**src/rtl/eb_fifo.sv**
```systemverilog
// Elastic-buffer FIFO with a valid/ready handshake on both sides and registered-only flags.
// Define EB_FIFO_LEVEL_EN to add the level and almost_full ports.
module eb_fifo #(
  parameter int unsigned DWIDTH    = 8,
  parameter int unsigned DEPTH     = 4,
  parameter int unsigned AFULL_LVL = DEPTH - 1
) (
  input  logic              clk,
  input  logic              reset_n,
  input  logic [DWIDTH-1:0] s_data,
  input  logic              s_valid,
  output logic              s_ready,
  output logic [DWIDTH-1:0] m_data,
  output logic              m_valid,
  input  logic              m_ready
`ifdef EB_FIFO_LEVEL_EN
  ,
  output logic [$clog2(DEPTH):0] level,
  output logic                   almost_full
`endif
);

  localparam int unsigned PW = $clog2(DEPTH) + 1;
  localparam int unsigned IW = PW - 1;

  logic [DWIDTH-1:0] mem_q [DEPTH];
  logic [PW-1:0]     wr_ptr_q, wr_ptr_d;
  logic [PW-1:0]     rd_ptr_q, rd_ptr_d;
  logic              full, empty;
  logic              push, pop;

  // Each pointer carries one extra wrap bit so that full and empty stay distinguishable.
  assign empty = (wr_ptr_q == rd_ptr_q);
  assign full  = (wr_ptr_q[IW-1:0] == rd_ptr_q[IW-1:0]) &&
                 (wr_ptr_q[PW-1] != rd_ptr_q[PW-1]);

  assign s_ready = !full;
  assign m_valid = !empty;
  assign m_data  = mem_q[rd_ptr_q[IW-1:0]];

  assign push = s_valid && s_ready;
  assign pop  = m_valid && m_ready;

  always_comb begin
    wr_ptr_d = wr_ptr_q;
    rd_ptr_d = rd_ptr_q;
    if (push) wr_ptr_d = wr_ptr_q + PW'(1);
    if (pop)  rd_ptr_d = rd_ptr_q + PW'(1);
  end

  always_ff @(posedge clk or negedge reset_n) begin
    if (!reset_n) begin
      wr_ptr_q <= '0;
      rd_ptr_q <= '0;
    end else begin
      wr_ptr_q <= wr_ptr_d;
      rd_ptr_q <= rd_ptr_d;
    end
  end

  // Storage clears on reset so that m_data reads zero while the FIFO is held in reset.
  always_ff @(posedge clk or negedge reset_n) begin
    if (!reset_n) begin
      for (int i = 0; i < int'(DEPTH); i++) mem_q[i] <= '0;
    end else if (push) begin
      mem_q[wr_ptr_q[IW-1:0]] <= s_data;
    end
  end

`ifdef EB_FIFO_LEVEL_EN
  assign level       = wr_ptr_q - rd_ptr_q;
  assign almost_full = (32'(level) >= AFULL_LVL);
`endif

endmodule
```
**config.mk**
```make
export PLATFORM = sky130hd
export DESIGN_NAME = eb_fifo
export DESIGN_NICKNAME = d
export VERILOG_FILES = /design/src/rtl/eb_fifo.sv
export SDC_FILE = /design/constraint.sdc
export NUM_CORES = 1
export LEC_CHECK = 0
export BUFFER_PORTS_ARGS = -buffer_cell sky130_fd_sc_hd__buf_2
export CAP_MARGIN = 40
export CORE_MARGIN = 2
export CORE_UTILIZATION = 61
export DETAILED_ROUTE_END_ITERATION = 10
export GPL_TIMING_DRIVEN = 0
export PLACE_DENSITY = 0.85
export SYNTH_ARGS = -nofsm -noshare
export SYNTH_HDL_FRONTEND = slang
export SYNTH_SLANG_ARGS = --single-unit
```
**constraint.sdc**
```tcl
create_clock -name clk -period 3.55 [get_ports clk]
set_input_delay 0.5325 -clock clk [delete_from_list [all_inputs] [get_ports clk]]
set_output_delay 0.5325 -clock clk [all_outputs]
set_load 0.005 [all_outputs]
```
# --- Word level (Yosys, flattened, before mapping) ---
# Index checks and enable logic that the tools add are counted.
word_totals:
  regBits: 38
  word_cells: 28
classes:
  add_sub_neg: 2
  n_lt_le_gt_ge: 3
  n_eq_ne: 3
  n_mux: 6
  n_bitwise: 2
  reduce_logical: 6
ops:
  columns: ["op", "n"]
  rows:
  - ["$bwmux W32", 1]
  - ["$mux W8", 3]
  - ["$bmux W8 S2", 1]
  - ["$demux W8 S2", 1]
  - ["$add A3 B1 Y3 const B", 2]
  - ["$ge A3 B3 Y1 const B", 2]
  - ["$not A2 Y3", 2]
  - ["$logic_and A1 B1 Y1", 4]
  - ["$eq A3 B3 Y1", 1]
  - ["$lt A3 B1 Y1 const B", 1]
  - ["$eq A2 B2 Y1", 1]
  - ["$logic_not A1 Y1", 2]
  - ["$ne A1 B1 Y1", 1]

# --- Depth between registers and ports, before layout ---
# Gate-level depths: netlist (run 1).
logic_depth:
  depth_word: 6
  mapped_depth: 5
  ltp_nobuf: 5

# --- Least setup slack after synthesis (run 1) ---
# Ideal clock, no wire load.
synth_path:
  path_kind: "reg2out"
  start: "register rd_ptr_q[0]"
  end: "output m_data[0]"
  t_arrival_ns: 1.254
  t_required_ns: 3.017
  path_buffers: 1
  setup_slack_ns: 1.764
  path_stages_with_launch: 3
  path_cell_list: "dfrtp_1 buf_2 mux4_2"
synth_between:
  elab_chain_cells: 4
synth_rtl:
  columns: ["element", "line_no", "text"]
  rows:
  - ["start: declaration", "28", "logic [PW-1:0] rd_ptr_q, rd_ptr_d;"]
  - ["start signal: assignment", "57", "rd_ptr_q <= rd_ptr_d;"]
  - ["$not A2 Y3 (not written as such)", "39", "assign m_data = mem_q[rd_ptr_q[IW-1:0]];"]
  - ["$bmux W8 S2", "39", null]
  - ["$mux W8 (not written as such) (2 in a row)", "39", null]
  - ["end: declaration", "13", "output logic [DWIDTH-1:0] m_data,"]
# No other way between the ends. The select of a mux whose other input is x is not followed.

# --- Final worst setup path (run 1) ---
layout_path:
  start: "register rd_ptr_q[0]"
  end: "output m_data[6]"
# Same word-level chain as after synthesis.

==> metrics.cfg, run 1 <==
[clock_network]
clockBufferDepth=2
cts_root_buf=clkbuf_4
post_cts_buffers=0
cts_buffers=5
cts_tree=yes
hold_buffers=0
clk_latency_ns=0.35
post_cts_resized=0
clkSinkCount=38
clk_pin_slew_worst_paths_ns=0.12
htree_levels=2

[power_and_ir_drop]
ir_drop_mv=0.473
combPwrFrac_pct=49.5
leakagePower_nw=0.896
p_int_mw=1.40
pwr_density_cell_nw_per_um2=1050
sw_frac_of_total_pct=37.0
clkPwrFrac_pct=13.2
seq_power_share_pct=37.4
power_switching_mw=0.821

[timing]
worstMarginPinSlew_ns=0.817
finalCriticalPeriod_ns=2.45
hold_violations=0
min_period_over_period_pct=69.1
rsz0062_at_grt=false
finalSetupViolCount=0
setup_tns_ns=0
slew_violations=0
skew_ns=0.0165
slew_headroom_pct=45.5
clock.fmax_ghz=0.407

[placed_design]
routabilityCongestion=0.834
port_buffers=21
dp_hpwl_um=2320
place_area_um2=2030

[synth]
ys_types=22
synth_common_cells=dfrtp_1 (38), mux2_2 (32), mux4_2 (8), nand2_1 (6), ha_1 (5)
synth_top_area_share_pct=50.4
ys_seq_area_share_pct=50.4
synth_edf_count=0
synth_fp_nets=136
yosysWarnings=0
synth_flop_cell=dfrtp_1
synth-async-reset-ratio_pct=100
yosysTopAreaCell=dfrtp_1
syn_area_um2=1890
synth_seq_cells=38
netlist_instances=119
yosysMostFrequentCell=dfrtp_1
avgSynthCellArea_um2=15.9
synth_area_leaders=dfrtp_1 (50%), mux2_2 (19%), mux4_2 (9.5%)

[final_layout]
n_antenna_cell=0
syn2layout_area_growth_pct=11.7
nets=164
final_area_um2=2110
drive_gt1_share_pct=53.4
fin_util_pct=70.2

[worst_setup_path]
r2r-start=wr_ptr_q[1]
cp_cell_sequence=buf_2, mux4_2, buf_2
crit_fanout=10
cp.arrival_ns=1.92
crit_path_start_kind=flop
regToRegSetupSlack_ns=1.75
reg2reg_to=mem_q[3]
critPathKind=flop to output port
crit_slowest_cell=mux4_2
rr_worst_depth=3
cpPeakStageDelay_ns=0.56
worstPathRequired_ns=3.02
crit_path_end_kind=output port
cp_common_cell=buf_2

[die]
ios=22
die_x_um=59.6
die_h_um=59.6
start_util_pct=62.8
coreArea_um2=3000
num_rows=20
die_area_um2=3550

[outcome]
status=completed

[grt]
grt_usage_pct=21.6
overflow=0
grt_max_degree=39
grt_pass1_wl_um=5460
grt_pass1_vias=1150
antenna_found_initial=0

[detailed_routing]
via_per_inst=6.19
wl_per_cell_um=18.9
ant_nets=0
firstDrtPassIters=4
vias=1121
drc_errors=0
drtIter0Drc=36
routed_wl_um=3420

[hold_path]
hold_path.class=input port to async pin

[run]
cap_violations=0

state kept, by name (all words and copies together) (netlist names):
| signal | count |
|---|---|
| mem_q | 32 |
| rd_ptr_q | 3 |
| wr_ptr_q | 3 |
worst max path at each step:
stage | endpoint | slack (ns) | cells past startpoint | startpoint
global route | m_data[6] | 1.01 | 3 | rd_ptr_q[0]
global placement | m_data[6] | 1.48 | 3 | rd_ptr_q[0]
detailed placement | m_data[6] | 1.46 | 3 | rd_ptr_q[0]
floorplan | m_data[0] | 1.76 | 2 | rd_ptr_q[0]
CTS | m_data[6] | 1.07 | 3 | rd_ptr_q[0]
finish | m_data[6] | 1.10 | 3 | rd_ptr_q[0]
stage by stage:
| stage | worst slack [ns] | hold WS, ns | power (mW) | cells |
|---|---|---|---|---|
| floorplan | 1.76 | 0.237 | 1.63 | 119 |
| global placement | 1.48 | 0.483 | 1.86 | 173 |
| detailed placement | 1.46 | 0.490 | 1.93 | 173 |
| CTS | 1.07 | 0.282 | 2.23 | 181 |
| global route | 1.01 | 0.312 | 2.35 | 181 |
| finish | 1.10 | 0.249 | 2.22 | 181 |
power groups by stage:
stage	Combinational (mW)	Sequential (mW)	Clock, mW
final	1.10	0.828	0.292
after global routing	1.18	0.854	0.313
after CTS	1.11	0.827	0.295
after detailed placement	1.10	0.835	0
after global placement	1.05	0.810	0
after floorplan	0.847	0.785	0
worst max-delay path, delay by kind of cell, from the launching register on:
family / cells / cell delay, ns
multiplexers: 1 / 0.56
flip-flops: 1 / 0.50
buffers and inverters: 2 / 0.52
final cells by class:
type                       count  area [µm²]
clock buffer                   7        45.0
clock inverter                 1        30.0
inverter                       2        7.51
tap                           33        41.3
sequential                    38         951
timing repair buffer          21         105
buffer                         2        10.0
fill                         219         895
multi-input combinational     77         918
cell families after synthesis:
| family | count (synthesis) | share of synthesized area (%) |
|---|---|---|
| buffers and inverters | 4 | 0.929 |
| adders and majority gates | 5 | 3.32 |
| xor gates and xnor gates | 8 | 5.50 |
| AOI/OAI and AO/OA | 11 | 7.23 |
| muxes | 42 | 30.2 |
| DFF | 38 | 50.4 |
| and+or+nand+nor | 11 | 2.39 |
cell usage in the layout, fill, tap and decap left out:
master,instances
mux4_2,8
bufinv_16,1
xor2_4,1
ha_1,5
a21o_1,1
xnor2_1,2
mux2_4,2
o21ai_0,1
a31oi_1,1
nand3_1,1
inv_1,2
a31o_2,1
o311ai_0,1
nand2_1,6
or3_1,1
buf_2,23
o31ai_1,2
nor2_1,3
xor2_1,3
clkbuf_1,2
dfrtp_1,38
xnor2_2,2
clkbuf_4,5
mux2_2,32
a31oi_4,4
per-layer routing:
metal / vias up / global-route usage (%) / wire (µm)
li1: 499 / - / -
met1: 589 / 28.2 / 1490
met2: 27 / 34.7 / 1730
met3: 6 / 5.90 / 133
met4: 0 / 8.25 / 59
met5: - / 0 / 0
No activity file was read; power rests on OpenSTA's default activity.
==> run 2, diff against run 1 <==
CORE_UTILIZATION = 57   (was 61)
PLACE_DENSITY = 0.8   (was 0.85)
clock period = 2.5 ns   (was 3.55 ns; I/O delays follow)
==> run 2 against run 1 <==
Core utilization fell by 0.65 points. Critical path depth stayed put. First-iteration DRC count up 28%. Critical endpoint is now m_data[0]. Via count is 2.7% lower. Critical path type unchanged. Die area grew 6.5%. Hold slack worse by 0.14 ns. Routed wire length down 3.4%. Largest power group unchanged. Total power up 47%. Cell count is 6.1% higher. Sequential cell count unchanged.
==> metrics.cfg, run 2 (same netlist as run 1, synthesis figures left out) <==
[grt]
grt_pass1_wl_um=5400  ; was 5460 µm
grt_max_degree=39  ; unchanged
grt_usage_pct=21.1  ; was 21.6%
antenna_found_initial=0  ; unchanged
overflow=0  ; unchanged
grt_pass1_vias=1119  ; was 1150

[power_and_ir_drop]
clkPwrFrac_pct=16.9  ; was 13.2%
ir_drop_mv=0.722  ; was 0.473 mV
power_switching_mw=1.15  ; was 0.821 mW
seq_power_share_pct=35.9  ; was 37.4%
sw_frac_of_total_pct=35.3  ; was 37.0%
leakagePower_nw=0.915  ; was 0.896 nW
p_int_mw=2.10  ; was 1.40 mW
combPwrFrac_pct=47.2  ; was 49.5%
pwr_density_cell_nw_per_um2=1510  ; was 1050 nW/µm²

[detailed_routing]
wl_per_cell_um=17.2  ; was 18.9 µm
firstDrtPassIters=5  ; was 4
drc_errors=0  ; unchanged
vias=1091  ; was 1121
routed_wl_um=3300  ; was 3420 µm
drtIter0Drc=46  ; was 36
via_per_inst=5.68  ; was 6.19
ant_nets=0  ; unchanged

[final_layout]
final_cell_mix=dfrtp_1 (38), mux2_2 (32), buf_2 (23), mux4_2 (8), nand2_1 (6)  ; unchanged
largest_reg_flops=32  ; unchanged
fillers=243  ; was 219
drive_gt1_share_pct=54.7  ; was 53.4%
reg_top3=mem_q: 32 flops, rd_ptr_q: 3 flops, wr_ptr_q: 3 flops  ; unchanged
n_antenna_cell=0  ; unchanged
fin_util_pct=69.6  ; was 70.2%
nets=164  ; unchanged
largest-register=mem_q  ; unchanged
syn2layout_area_growth_pct=14.4  ; was 11.7%
final_common_cell=dfrtp_1  ; unchanged

[clock_network]
cts_root_buf=clkbuf_4  ; unchanged
post_cts_resized=0  ; unchanged
cts_tree=yes  ; unchanged
post_cts_buffers=0  ; unchanged
clk_latency_ns=0.35  ; about the same
cts_buffers=5  ; unchanged
clkSinkCount=38  ; unchanged
clk_pin_slew_worst_paths_ns=0.12  ; about the same
hold_buffers=0  ; unchanged
htree_levels=2  ; unchanged
clockBufferDepth=2  ; unchanged

[timing]
clock.fmax_ghz=0.440
worstMarginPinSlew_ns=0.833  ; was 0.817 ns
skew_ns=0.00960  ; was 0.0165 ns
slew_headroom_pct=44.5  ; was 45.5%
slew_violations=0  ; unchanged
hold_violations=0  ; unchanged
rsz0062_at_grt=false  ; unchanged
finalCriticalPeriod_ns=2.27
min_period_over_period_pct=90.9
finalSetupViolCount=0  ; unchanged
setup_tns_ns=0  ; unchanged

[die]
num_rows=20  ; unchanged
die_x_um=61.5  ; was 59.6 µm
start_util_pct=60.8  ; was 62.8%
die_h_um=61.5  ; was 59.6 µm
die_area_um2=3790  ; was 3550 µm²
ios=22  ; unchanged
coreArea_um2=3100  ; was 3000 µm²

[worst_setup_path]
crit_path_start_kind=flop  ; unchanged
worstPathRequired_ns=2.12  ; was 3.02 ns
r2r-start=wr_ptr_q[1]  ; unchanged
critical_path.startpoint=rd_ptr_q[0]  ; unchanged
crit_path_end_kind=output port  ; unchanged
crit_fanout=10  ; unchanged
cp.arrival_ns=1.90  ; was 1.92 ns
critPathKind=flop to output port  ; unchanged

[outcome]
status=completed  ; unchanged

[hold_path]
hold_path.class=input port to async pin  ; unchanged

[run]
cap_violations=0  ; unchanged

[placed_design]
dp_hpwl_um=2280  ; was 2320 µm
routabilityCongestion=0.726  ; was 0.834
port_buffers=21  ; unchanged

run 2: final timing paths:
path	endpoint	slack, ns	cells after the start
min in group clk	rd_ptr_q[0]	0.23	2
setup / recovery	m_data[0]	0.23	3
hold / removal	mem_q[28]	0.11	1
max in group asynchronous	mem_q[0]	1.87	1
hold reg to reg	mem_q[3]	0.51	1
setup reg to reg	mem_q[0]	0.70	3
run 2: power groups by stage:
| stage | clock network (mW) | logic, mW | registers [mW] |
|---|---|---|---|
| after CTS | 0.555 | 1.55 | 1.17 |
| after detailed placement | 0 | 1.54 | 1.19 |
| final | 0.550 | 1.53 | 1.17 |
| after global placement | 0 | 1.50 | 1.15 |
| after floorplan | 0 | 1.20 | 1.11 |
| after global routing | 0.583 | 1.67 | 1.21 |
run 2: cell type report:
cell class / count / area (µm²) / area share (%)
Tap cell: 44 / 55.1 / 2.55
Timing Repair Buffer: 21 / 105 / 4.87
Multi-Input combinational cell: 77 / 918 / 42.6
Buffer: 2 / 10.0 / 0.464
Inverter: 2 / 7.51 / 0.348
Clock buffer: 6 / 51.3 / 2.38
Clock inverter: 2 / 60.1 / 2.78
Sequential cell: 38 / 951 / 44.1
run 2: stage by stage:
stage	hold slack [ns]	instance area (µm²)	instances	total power, mW	setup WS [ns]
2_1_floorplan	0.0794	1890	119	2.32	0.871
3_3_place_gp	0.483	2050	184	2.64	0.610
3_5_place_dp	0.493	2050	184	2.73	0.603
4_1_cts	0.139	2160	192	3.28	0.206
5_1_grt	0.182	2160	192	3.46	0.123
6_report	0.112	2160	192	3.25	0.227
run 2: metal layers:
metal | routed length (µm) | global-route usage, % | part of all wire [%] | up-vias
li1 | - | - | - | 497
met1 | 1450 | 27.6 | 44 | 566
met2 | 1660 | 33.7 | 50 | 23
met3 | 149 | 6.93 | 4.5 | 5
met4 | 45 | 6.38 | 1.4 | 0
met5 | 0 | 0 | 0 | -
run 2: critical path, cell delays in order, from the launching register on:
cell and delay (ns):
dfrtp_1 0.47, buf_2 0.36, mux4_2 0.56, buf_2 0.14
